[src/rtl/lfsr_encrypt_pkg.sv]
// Shared constants and the single-step LFSR function for the LFSR stream cipher tile.
package lfsr_encrypt_pkg;

  localparam int unsigned LFSR_W = 16;
  localparam int unsigned BYTE_W = 8;
  localparam logic [LFSR_W-1:0] LFSR_SEED_DEFAULT = 16'hACE1;

  // Taps for x^16 + x^14 + x^13 + x^11 + 1 in a left-shifting Fibonacci register
  localparam int unsigned TAP_A = 15;
  localparam int unsigned TAP_B = 13;
  localparam int unsigned TAP_C = 12;
  localparam int unsigned TAP_D = 10;

  // uio bit positions
  localparam int unsigned UIO_LOAD_LO   = 0;
  localparam int unsigned UIO_LOAD_HI   = 1;
  localparam int unsigned UIO_VALID     = 2;
  localparam int unsigned UIO_OUT_VALID = 4;
  localparam int unsigned UIO_SEEDED    = 5;
  localparam logic [BYTE_W-1:0] UIO_OE_VALUE = 8'hF0;

  function automatic logic [LFSR_W-1:0] lfsr_step(input logic [LFSR_W-1:0] s);
    logic fb;
    fb = s[TAP_A] ^ s[TAP_B] ^ s[TAP_C] ^ s[TAP_D];
    return {s[LFSR_W-2:0], fb};
  endfunction

endpackage

[src/rtl/lfsr_encrypt_step_n.sv]
// Combinational advance of the LFSR state by STEPS single steps.
module lfsr_step_n
  import lfsr_encrypt_pkg::*;
#(
  parameter int unsigned STEPS = 8
) (
  input  logic [LFSR_W-1:0] state,
  output logic [LFSR_W-1:0] state_c
);

  always_comb begin
    state_c = state;
    for (int unsigned i = 0; i < STEPS; i++) begin
      state_c = lfsr_step(state_c);
    end
  end

endmodule

[src/rtl/tt_um_lfsr_encrypt.sv]
// LFSR stream cipher tile: XORs each valid byte with the low LFSR byte, then advances the LFSR.
module tt_um_lfsr_encrypt
  import lfsr_encrypt_pkg::*;
#(
  parameter logic [LFSR_W-1:0] SEED_DEFAULT   = LFSR_SEED_DEFAULT,
  parameter int unsigned       STEPS_PER_BYTE = 8
) (
  input  logic              clk,
  input  logic              rst_n,
  input  logic              ena,
  input  logic [BYTE_W-1:0] ui_in,
  input  logic [BYTE_W-1:0] uio_in,
  output logic [BYTE_W-1:0] uo_out,
  output logic [BYTE_W-1:0] uio_out,
  output logic [BYTE_W-1:0] uio_oe
);

  logic [LFSR_W-1:0] lfsr_q;
  logic [LFSR_W-1:0] stepped_c;
  logic [LFSR_W-1:0] loaded_c;
  logic [BYTE_W-1:0] data_q;
  logic              out_valid_q;
  logic              seeded_q;
  logic              load_lo_c;
  logic              load_hi_c;
  logic              valid_c;
  logic              unused_c;

  assign load_lo_c = uio_in[UIO_LOAD_LO];
  assign load_hi_c = uio_in[UIO_LOAD_HI];
  assign valid_c   = uio_in[UIO_VALID];
  assign unused_c  = ^{ena, uio_in[BYTE_W-1:3]};

  lfsr_step_n #(
    .STEPS(STEPS_PER_BYTE)
  ) u_step (
    .state  (lfsr_q),
    .state_c(stepped_c)
  );

  // Seed merge; an all-zero result would lock the LFSR, so fall back to the default seed
  always_comb begin
    loaded_c = lfsr_q;
    if (load_lo_c) loaded_c[BYTE_W-1:0] = ui_in;
    if (load_hi_c) loaded_c[LFSR_W-1:BYTE_W] = ui_in;
    if (loaded_c == '0) loaded_c = SEED_DEFAULT;
  end

  // Loads win over valid; a load cycle neither steps nor emits
  always_ff @(posedge clk) begin
    if (!rst_n) begin
      lfsr_q      <= SEED_DEFAULT;
      data_q      <= '0;
      out_valid_q <= 1'b0;
      seeded_q    <= 1'b0;
    end else begin
      out_valid_q <= 1'b0;
      if (load_lo_c || load_hi_c) begin
        lfsr_q   <= loaded_c;
        seeded_q <= 1'b1;
      end else if (valid_c) begin
        data_q      <= ui_in ^ lfsr_q[BYTE_W-1:0];
        lfsr_q      <= stepped_c;
        out_valid_q <= 1'b1;
      end
    end
  end

  always_comb begin
    uio_out                = '0;
    uio_out[UIO_OUT_VALID] = out_valid_q;
    uio_out[UIO_SEEDED]    = seeded_q;
  end

  assign uo_out = data_q;
  assign uio_oe = UIO_OE_VALUE;

endmodule

[config.mk]
export PLATFORM = sky130hd
export DESIGN_NAME = tt_um_lfsr_encrypt
export DESIGN_NICKNAME = d
export VERILOG_FILES = /design/src/rtl/lfsr_encrypt_pkg.sv /design/src/rtl/lfsr_encrypt_step_n.sv /design/src/rtl/tt_um_lfsr_encrypt.sv
export SDC_FILE = /design/constraint.sdc
export NUM_CORES = 1
export LEC_CHECK = 0
export ABC_CLOCK_PERIOD_IN_PS = 3600
export CORE_ASPECT_RATIO = 1.75
export CORE_MARGIN = 2
export CORE_UTILIZATION = 54
export CTS_CLUSTER_SIZE = 30
export DETAILED_ROUTE_END_ITERATION = 6
export GPL_ROUTABILITY_DRIVEN = 0
export PLACE_DENSITY = 0.93
export SLEW_MARGIN = 20
export SYNTH_ARGS = -nofsm -noshare
export SYNTH_HDL_FRONTEND = slang
export SYNTH_HIERARCHICAL = 1
export SYNTH_SLANG_ARGS = --single-unit
[constraint.sdc]
create_clock -name clk -period 3.6 [get_ports clk]
set_input_delay 0.9 -clock clk [delete_from_list [all_inputs] [get_ports clk]]
set_output_delay 0.9 -clock clk [all_outputs]
set_load 0.05 [all_outputs]
==> results of run 1 <==
-- logic make-up (layout without fill, tap and decap cells) --
group                  Yosys count  count (layout)
other                            2              14
flip-flops                      26              26
AND/OR/NAND/NOR                 66              66
multiplexers                    16              16
AO/OA/AOI/OAI                   38              38
XOR/XNOR                        28              28
buffers and inverters           38              36
-- final cells by class --
cell class,count,share of cell area
Sequential cell,26,0.258
Inverter,1,0.00186
Timing Repair Buffer,31,0.143
Multi-Input combinational cell,162,0.543
Tap cell,43,0.0267
Clock buffer,4,0.0273
-- synth_stat cells, drive strengths merged, types with 2 or more instances --
| master | count | area (µm²) |
|---|---|---|
| nand2 | 35 | 131 |
| buf | 27 | 201 |
| dfxtp | 26 | 521 |
| xnor2 | 24 | 210 |
| mux2i | 16 | 160 |
| o211ai | 13 | 97.6 |
| clkbuf | 10 | 37.5 |
| o211a | 8 | 80.1 |
| and2 | 7 | 43.8 |
| o21ai | 7 | 35.0 |
| nand2b | 5 | 31.3 |
| nor2 | 4 | 15.0 |
| o311ai | 4 | 35.0 |
| xor2 | 4 | 50.1 |
| nor3 | 3 | 15.0 |
| conb | 2 | 7.51 |
| nor3b | 2 | 15.0 |
| or3 | 2 | 12.5 |
| or3b | 2 | 17.5 |
| or4 | 2 | 15.0 |
-- how the worst max path moves through the flow --
stage | start | slack [ns] | endpoint
2_1_floorplan | uio_in[1] | 1.27 | lfsr_q[0]
3_3_place_gp | uio_in[1] | 0.63 | lfsr_q[13]
3_5_place_dp | uio_in[1] | 0.59 | lfsr_q[6]
4_1_cts | uio_in[0] | 0.86 | lfsr_q[10]
5_1_grt | uio_in[0] | 0.73 | lfsr_q[6]
6_report | uio_in[0] | 0.82 | lfsr_q[5]
-- sequential cells by signal, summed over array words and instances, names as in the netlist --
name	cells
seeded_q	1
uo_out	8
out_valid_q	1
lfsr_q	16
-- power groups by stage --
stage               logic [W]  clock network, W  registers (W)
detailed placement   0.000209                 0       0.000336
finish               0.000214          0.000192       0.000330
global placement     0.000204                 0       0.000335
global route         0.000229          0.000205       0.000332
floorplan            0.000165                 0       0.000346
CTS                  0.000211          0.000197       0.000329
-- routing by layer --
metal / track usage / routed length (µm) / part of all wire / vias up
met3: 0.0292 / 298 / 0.071 / 12
met1: 0.305 / 1610 / 0.38 / 737
li1: - / - / - / 713
met2: 0.403 / 2160 / 0.52 / 79
met5: 0 / 0 / 0 / -
met4: 0.135 / 120 / 0.029 / 0
-- worst max-delay path: cells and delay by family --
family | cells | cell delay [ns]
compound gates | 3 | 0.78
buf+inv | 1 | 0.65
simple gates | 1 | 0.63
-- per-stage QoR --
step	setup WS (ns)	power, W
3_3_place_gp	0.625	0.000540
6_report	0.823	0.000736
5_1_grt	0.725	0.000767
4_1_cts	0.856	0.000738
2_1_floorplan	1.27	0.000511
3_5_place_dp	0.594	0.000545
==> summary.txt, run 1 <==
TritonCTS clock tree: yes
utilization after layout: 0.634
CTS buffer count: 3
DR DRC count: 0
setup violators final: 0
main combinational cell family by area after synthesis: simple AND/OR/NAND/NOR gates
post-synthesis cell count: 214
R2R setup slack: 1.73 ns
Clock Sinks: 26
post-synthesis mux area share: 0.0884
commonest non-fill, non-tap cell in the layout: nand2_1
Worst-Skew Late Latency: 0.27 ns
Clk pwr share: 0.261
Setup Fix Bufs, Post-CTS: 0
1st-pass router iterations: 5
most used cells in the layout excluding fill and tap cells: 35 x nand2_1, 26 x dfxtp_1, 24 x xnor2_1
share of cells above drive strength 1: 0.0714
layout net count: 244
netlist area before placement: 0.00181 mm²
CTS resizes: 0
CP Max Fanout: 9
vias in the first global route: 1500
Sequential Area: 520 µm²
pin count of the biggest net entering global routing: 28
Vias: 1541
routed length per instance: 15.7 µm
maximum vdd drop: 0.296 mV
final hold violations: 0
Row Count: 27
Die Y: 80.6 µm
Worst setup EP type: flip-flop
hold path cells: 1
first-pass GRT wire length: 7.02 mm
FF+latch count, synth: 26
vias per cell: 5.77
EDFF count, synth: 0
Worst EP required: 3.79 ns
fin. max-slew vios: 0
cell area power density: 365 mW/mm²
post-DP HPWL: 2.96 mm
area of the multi-input gates: 0.00109 mm²
Sw Share: 0.333
Core Region: 0.00318 mm²
register area share after synthesis: 0.287
fillers: 256
Simple-Gate Fraction of Synth Area: 0.180
warnings from Yosys: 6
Final Skew: 0.00231 ns
CTS clock-pin slew for the worst setup and hold paths: 0.09 ns
worst setup path category: input port to flip-flop
Die Footprint: 0.00385 mm²
Post-Synth XOR/XNOR Area: 0.144
NetSw: 0.000245 W
Initial Utilization: 0.571
RSZ-0062 raised after global routing: no
Ports: 43
ys async rst share: 0
FF-to-FF End: lfsr_q[5]
hold_buf cts: 0
Comb power frac: 0.291
Post-Layout Cell Count: 267
Hold Path End: seeded_q
drt initial violations: 45
Syn-to-layout area delta: 11.2%
placed insts: 263
CP most frequent cell: o211ai_1
number of max-cap violations: 0
die width: 47.8 µm
initial antenna violation count: 0
H-tree levels: 1
GR Util All Layers: 0.250
Slowest-stage cell, CP: clkdlybuf4s50_1
Critical Path Start Type: input port
buffers added on ports: 22
hold path start: seeded_q
clk root buf: clkbuf_8
total length of routed wires: 4.19 mm
CP Data Arrival Time: 2.97 ns
crit path cell chain: clkdlybuf4s50_1 -> or4b_2 -> o22ai_1 -> o211ai_1 -> o211ai_1
Most used DFF post-synth: dfxtp_1
R2R depth: 4
outcome: complete, no violations
Max transition margin: 0.502
DP Area: 0.00196 mm²
n_diodes: 0
Fin Setup TNS: 0 ns
number of routed nets with antenna violations: 0
library cells used by synthesis: 34
hold slack: 0.491 ns
fin crit share: 0.771
grt ovf: 0
maximum clock insertion buffer count: 2
Hold WC Path Type: flip-flop to flip-flop
Worst Max-Slew Pin Slew: 0.743 ns
part of the power in registers: 0.449
Final Instance Area: 0.00201 mm²
Syn Area/Cell: 8.47 µm²
FF-to-FF Start: lfsr_q[6]
LEAKAGE: 0.811 nW
internal power: 0.000490 W
Synth Area in Compound Gates: 0.162
Synth Area in Adders: 0
fin crit period: 2.78 ns
upper clock frequency limit: 360 MHz
CP max stage delay: 0.65 ns
Note: power is estimated with default switching activity, not from simulation.
==> run 2: changes to the inputs <==
- ABC_CLOCK_PERIOD_IN_PS: 3600 -> 2500
- CORE_UTILIZATION: 54 -> 45
- PLACE_DENSITY: 0.93 -> 0.83
- clock period: 3.6 -> 2.5 ns (I/O delays scaled with it)
==> run 2 against run 1 <==
Worst hold slack hardly changed. Clock power is 28% higher. Setup slack lost 0.59 ns. Sequential power is 44% higher. Clock skew is 0.0022 ns higher. Critical path depth rose by 2.
==> summary.txt, run 2 (synthesis gave the netlist of run 1 again) <==
H-tree levels: 1 (unchanged)
CTS resizes: 0 (unchanged)
Vias: 1561 (+1.3%)
RSZ-0062 raised after global routing: no
Crit. Startpoint: ui_in[6]
Die Footprint: 0.00457 mm² (+19%)
Sw Share: 0.343 (+0.00961)
Final Skew: 0.00454 ns (+0.00223 ns)
drt initial violations: 46 (+2.2%)
utilization after layout: 0.538 (-0.0965)
number of max-cap violations: 0 (unchanged)
Critical Path Start Type: input port
total length of routed wires: 4.35 mm (+3.9%)
vias per cell: 5.58 (-3.4%)
layout net count: 253 (+3.7%)
number of routed nets with antenna violations: 0 (unchanged)
Met3 Wirelength: 196 µm (-34%)
FF-to-FF Start: lfsr_q[8]
Hold WC Path Type: flip-flop to flip-flop
part of the power in registers: 0.458 (+0.009)
hold_buf cts: 0 (unchanged)
share of cells above drive strength 1: 0.108 (+0.0363)
fin crit period: 2.27 ns
Row Count: 30 (+11%)
worst setup path category: input port to flip-flop
met1 WL: 1.69 mm (+5.3%)
routed length per instance: 15.5 µm (-0.89%)
1st-pass router iterations: 5 (unchanged)
buffers added on ports: 22 (unchanged)
grt ovf: 0 (unchanged)
LEAKAGE: 0.848 nW (+4.5%)
maximum vdd drop: 0.410 mV (+39%)
final hold violations: 0 (unchanged)
pin count of the biggest net entering global routing: 27 (-3.6%)
Worst Max-Slew Pin Slew: 0.502 ns (-0.241 ns)
Worst-Skew Late Latency: 0.27 ns (about the same)
Core Region: 0.00387 mm² (+22%)
FF-to-FF End: lfsr_q[13]
Max transition margin: 0.664 (+0.162)
DR DRC count: 0 (unchanged)
hold path cells: 1 (unchanged)
die width: 52.0 µm (+8.7%)
fin crit share: 0.907
PnR worst setup slack: 0.231 ns (-0.591 ns)
internal power: 0.000681 W (+39%)
fillers: 353 (+38%)
Die Y: 87.9 µm (+9.1%)
Initial Utilization: 0.469 (-0.102)
Syn-to-layout area delta: 14.8%
n_diodes: 0 (unchanged)
GR Util All Layers: 0.210 (-0.0395)
setup violators final: 0 (unchanged)
first-pass GRT wire length: 7.29 mm (+3.8%)
fin. max-slew vios: 0 (unchanged)
upper clock frequency limit: 441 MHz
crit path to: lfsr_q[13]
cell area power density: 499 mW/mm² (+37%)
Comb power frac: 0.306 (+0.015)
maximum clock insertion buffer count: 2 (unchanged)
initial antenna violation count: 0 (unchanged)
Ports: 43 (unchanged)
R2R setup slack: 0.68 ns (-1.05 ns)
hold slack: 0.492 ns (+0.000215 ns)
R2R depth: 5 (+1)
clk root buf: clkbuf_8
Worst setup EP type: flip-flop
CP Max Fanout: 6 (-3)
Largest register FFs: 16 (unchanged)
NetSw: 0.000356 W (+45%)
CP Data Arrival Time: 2.46 ns (-0.51 ns)
pre-CTS setup slack: -0.0272 ns (-0.622 ns)
TritonCTS clock tree: yes
top sig layer: met4
Fin Setup TNS: 0 ns (unchanged)
Clock Sinks: 26 (unchanged)
met2 wire length: 2.28 mm (+5.6%)
Worst EP required: 2.70 ns (-1.09 ns)
Setup Fix Bufs, Post-CTS: 0 (unchanged)
most used cells in the layout excluding fill and tap cells: 35 x nand2_1, 26 x dfxtp_1, 24 x xnor2_1
vias in the first global route: 1523 (+1.5%)
post-DP HPWL: 3.19 mm (+7.9%)
commonest non-fill, non-tap cell in the layout: nand2_1
largest reg by FF count: lfsr_q
outcome: complete, no violations
Clk pwr share: 0.236 (-0.025)
CTS clock-pin slew for the worst setup and hold paths: 0.09 ns (about the same)
CTS buffer count: 3 (unchanged)
==> run 2: cell count changes in the layout (fill, tap and decap cells not counted), sizes merged <==
cell    change
buf         +9
clkbuf      -1
==> run 2: power by group through the flow <==
stage / Combinational [W] / Clock (W) / Sequential, W
after floorplan: 0.000238 / 0 / 0.000498
after global placement: 0.000306 / 0 / 0.000483
after detailed placement: 0.000311 / 0 / 0.000483
after CTS: 0.000314 / 0.000246 / 0.000474
after global routing: 0.000340 / 0.000257 / 0.000478
final: 0.000317 / 0.000245 / 0.000475
==> run 2: critical path: stages <==
cell and delay, ns:
clkdlybuf4s50_1 0.46, buf_4 0.18, or3b_1 0.34, a222oi_1 0.38
buf_4 0.22, nand2_1 0.07, o211ai_1 0.17
==> run 2: layout make-up <==
class	count	area [µm²]	share of cell area
Multi-Input combinational cell	162	1100	0.528
Sequential cell	26	520	0.250
Timing Repair Buffer	40	355	0.171
Tap cell	48	60.1	0.0289
Clock buffer	3	41.3	0.0199
Inverter	1	3.75	0.00181
==> run 2: through the flow <==
step | area (µm²) | instances | power [W]
2_1_floorplan | 1860 | 226 | 0.000736
6_report | 2080 | 280 | 0.00104
5_1_grt | 2080 | 280 | 0.00108
4_1_cts | 2080 | 280 | 0.00103
3_5_place_dp | 2040 | 277 | 0.000795
3_3_place_gp | 2040 | 277 | 0.000789
==> run 2: metal layers <==
metal  global-route usage  vias up
met5                    0        -
li1                     -      736
met1                0.244      745
met2                0.360       63
met4                0.136        0
met3               0.0171       17
==> run 2: worst min-delay path by stage <==
stage | from | endpoint | slack (ns)
after floorplan | seeded_q | seeded_q | 0.45
after global placement | seeded_q | seeded_q | 0.48
after detailed placement | seeded_q | seeded_q | 0.48
after CTS | seeded_q | seeded_q | 0.50
after global routing | seeded_q | seeded_q | 0.51
final | seeded_q | seeded_q | 0.49
==> run 3: changes to the inputs <==
- ABC_CLOCK_PERIOD_IN_PS: 2500 -> 2600
- CORE_MARGIN: 2 -> unset
- CORE_UTILIZATION: 45 -> 50
- PLACE_DENSITY: 0.83 -> 0.87
- clock period: 2.5 -> 2.6 ns (I/O delays scaled with it)
==> run 3 against run 2 <==
Final cell count fell by 1.8%. Sequential cell count did not move. Sequential power fell by 4%. Design area fell by 1.1%. Sequential share of layout area rose by 0.29 points. Highest routed layer unchanged.
==> summary.txt, run 3 (synthesis gave the netlist of run 1 again) <==
outcome: complete, no violations
Clk pwr share: 0.234 (-0.002)
grt ovf: 0 (unchanged)
Core Region: 0.00343 mm² (-11%)
Die Y: 81.6 µm (-7.2%)
pre-CTS setup slack: 0.103 ns (+0.130 ns)
H-tree levels: 1 (unchanged)
hold_buf cts: 0 (unchanged)
die width: 47.5 µm (-8.6%)
Final Instance Area: 0.00206 mm² (-1.1%)
Clock Sinks: 26 (unchanged)
most used cells in the layout excluding fill and tap cells: 35 x nand2_1, 26 x dfxtp_1, 24 x xnor2_1
pin count of the biggest net entering global routing: 27 (unchanged)
crit path cell chain: clkdlybuf4s50_1 -> or4b_2 -> o22ai_1 -> o211ai_1 -> buf_4 -> o211ai_1
NetSw: 0.000338 W (-5.0%)
TritonCTS clock tree: yes
Setup Fix Bufs, Post-CTS: 0 (unchanged)
FF-to-FF Start: lfsr_q[6]
CP max stage delay: 0.60 ns (+0.14 ns)
share of cells above drive strength 1: 0.0957 (-0.0121)
first-pass GRT wire length: 7.09 mm (-2.7%)
initial antenna violation count: 0 (unchanged)
PnR worst setup slack: 0.351 ns (+0.120 ns)
number of routed nets with antenna violations: 0 (unchanged)
LEAKAGE: 0.836 nW (-1.4%)
worst setup path category: input port to flip-flop
cell area power density: 482 mW/mm² (-3.3%)
upper clock frequency limit: 445 MHz
DP Area: 0.00201 mm² (-1.2%)
hold slack: 0.495 ns (+0.00372 ns)
Initial Utilization: 0.528 (+0.0591)
Ports: 43 (unchanged)
Largest register FFs: 16 (unchanged)
RSZ-0062 raised after global routing: no
fin. max-slew vios: 0 (unchanged)
maximum clock insertion buffer count: 2 (unchanged)
Worst Max-Slew Pin Slew: 0.541 ns (+0.0391 ns)
drt initial violations: 55 (+20%)
CTS clock-pin slew for the worst setup and hold paths: 0.09 ns (about the same)
fillers: 310 (-12%)
Syn-to-layout area delta: 13.5%
total length of routed wires: 4.34 mm (-0.28%)
largest reg by FF count: lfsr_q
fin crit period: 2.25 ns
hold path start: seeded_q
R2R depth: 5 (unchanged)
post-DP HPWL: 3.20 mm (+0.14%)
fin crit share: 0.865
internal power: 0.000653 W (-4.1%)
Slowest-stage cell, CP: or4b_2
Max transition margin: 0.638 (-0.0262)
CP most frequent cell: o211ai_1
Hold WC Path Type: flip-flop to flip-flop
Die Footprint: 0.00388 mm² (-15%)
Row Count: 28 (-6.7%)
commonest non-fill, non-tap cell in the layout: nand2_1
routed length per instance: 15.8 µm (+1.5%)
CTS resizes: 0 (unchanged)
Hold Path End: seeded_q
layout net count: 251 (-0.79%)
clk root buf: clkbuf_8
vias per cell: 5.57 (-0.14%)
CP Data Arrival Time: 2.44 ns (-0.02 ns)
CP Max Fanout: 5 (-1)
vias in the first global route: 1516 (-0.46%)
Critical Path Start Type: input port
Fin Setup TNS: 0 ns (unchanged)
Worst setup EP type: flip-flop
CTS buffer count: 3 (unchanged)
final hold violations: 0 (unchanged)
Sw Share: 0.341 (-0.00201)
utilization after layout: 0.599 (+0.0609)
DR DRC count: 0 (unchanged)
Vias: 1531 (-1.9%)
Worst-Skew Late Latency: 0.27 ns (about the same)
FF-to-FF End: lfsr_q[13]
buffers added on ports: 22 (unchanged)
R2R setup slack: 0.84 ns (+0.16 ns)
GR Util All Layers: 0.256 (+0.0456)
setup violators final: 0 (unchanged)
1st-pass router iterations: 4 (-1)
Worst EP required: 2.80 ns (+0.10 ns)
number of max-cap violations: 0 (unchanged)
Final Skew: 0.00237 ns (-0.00217 ns)
n_diodes: 0 (unchanged)
part of the power in registers: 0.461 (+0.003)
hold path cells: 1 (unchanged)
Comb power frac: 0.305 (about the same)
maximum vdd drop: 0.356 mV (-13%)
## run 3: cell types whose count changed in the layout (fill, tap and decap cells not counted)
cell,before,now
buf_4,18,16
nor3b_1,1,2
nor3b_2,1,0
## run 3: how the worst max path moves through the flow
stage	slack [ns]	start	to	cells after the start
after floorplan	0.52	uio_in[1]	lfsr_q[0]	5
after global placement	0.14	ui_in[2]	lfsr_q[7]	6
after detailed placement	0.10	uio_in[0]	lfsr_q[13]	6
after CTS	0.37	uio_in[0]	lfsr_q[13]	6
after global routing	0.25	uio_in[0]	lfsr_q[13]	6
final	0.35	uio_in[0]	lfsr_q[13]	6
## run 3: power groups by stage
stage                     Sequential (W)  Combinational [W]  Clock (W)
final                           0.000457           0.000302   0.000232
after global routing            0.000461           0.000322   0.000249
after CTS                       0.000456           0.000300   0.000235
after detailed placement        0.000466           0.000297          0
after global placement          0.000465           0.000292          0
after floorplan                 0.000479           0.000228          0
## run 3: layout make-up
cell class                 instances  area (µm²)  area share
multi-input combinational        162        1090       0.532
sequential                        26         520       0.253
timing repair buffer              38         340       0.166
tap                               45        56.3      0.0274
clock buffer                       3        41.3      0.0201
inverter                           1        3.75     0.00183
## run 3: per-layer routing
| layer | track usage | part of all wire | wire, µm |
|---|---|---|---|
| met1 | 0.297 | 0.38 | 1650 |
| met2 | 0.433 | 0.52 | 2280 |
| met3 | 0.0286 | 0.060 | 261 |
| met4 | 0.140 | 0.034 | 147 |
| met5 | 0 | 0 | 0 |
## run 3: critical path, delay by kind of cell
family          cells  cell delay, ns
compound gates      3            0.49
buf+inv             2            0.71
simple gates        1            0.60
## run 3: metrics by stage
stage / cells / total power [W]
after global routing: 275 / 0.00103
after detailed placement: 272 / 0.000763
after floorplan: 226 / 0.000707
after CTS: 275 / 0.000991
final: 275 / 0.000991
after global placement: 272 / 0.000756
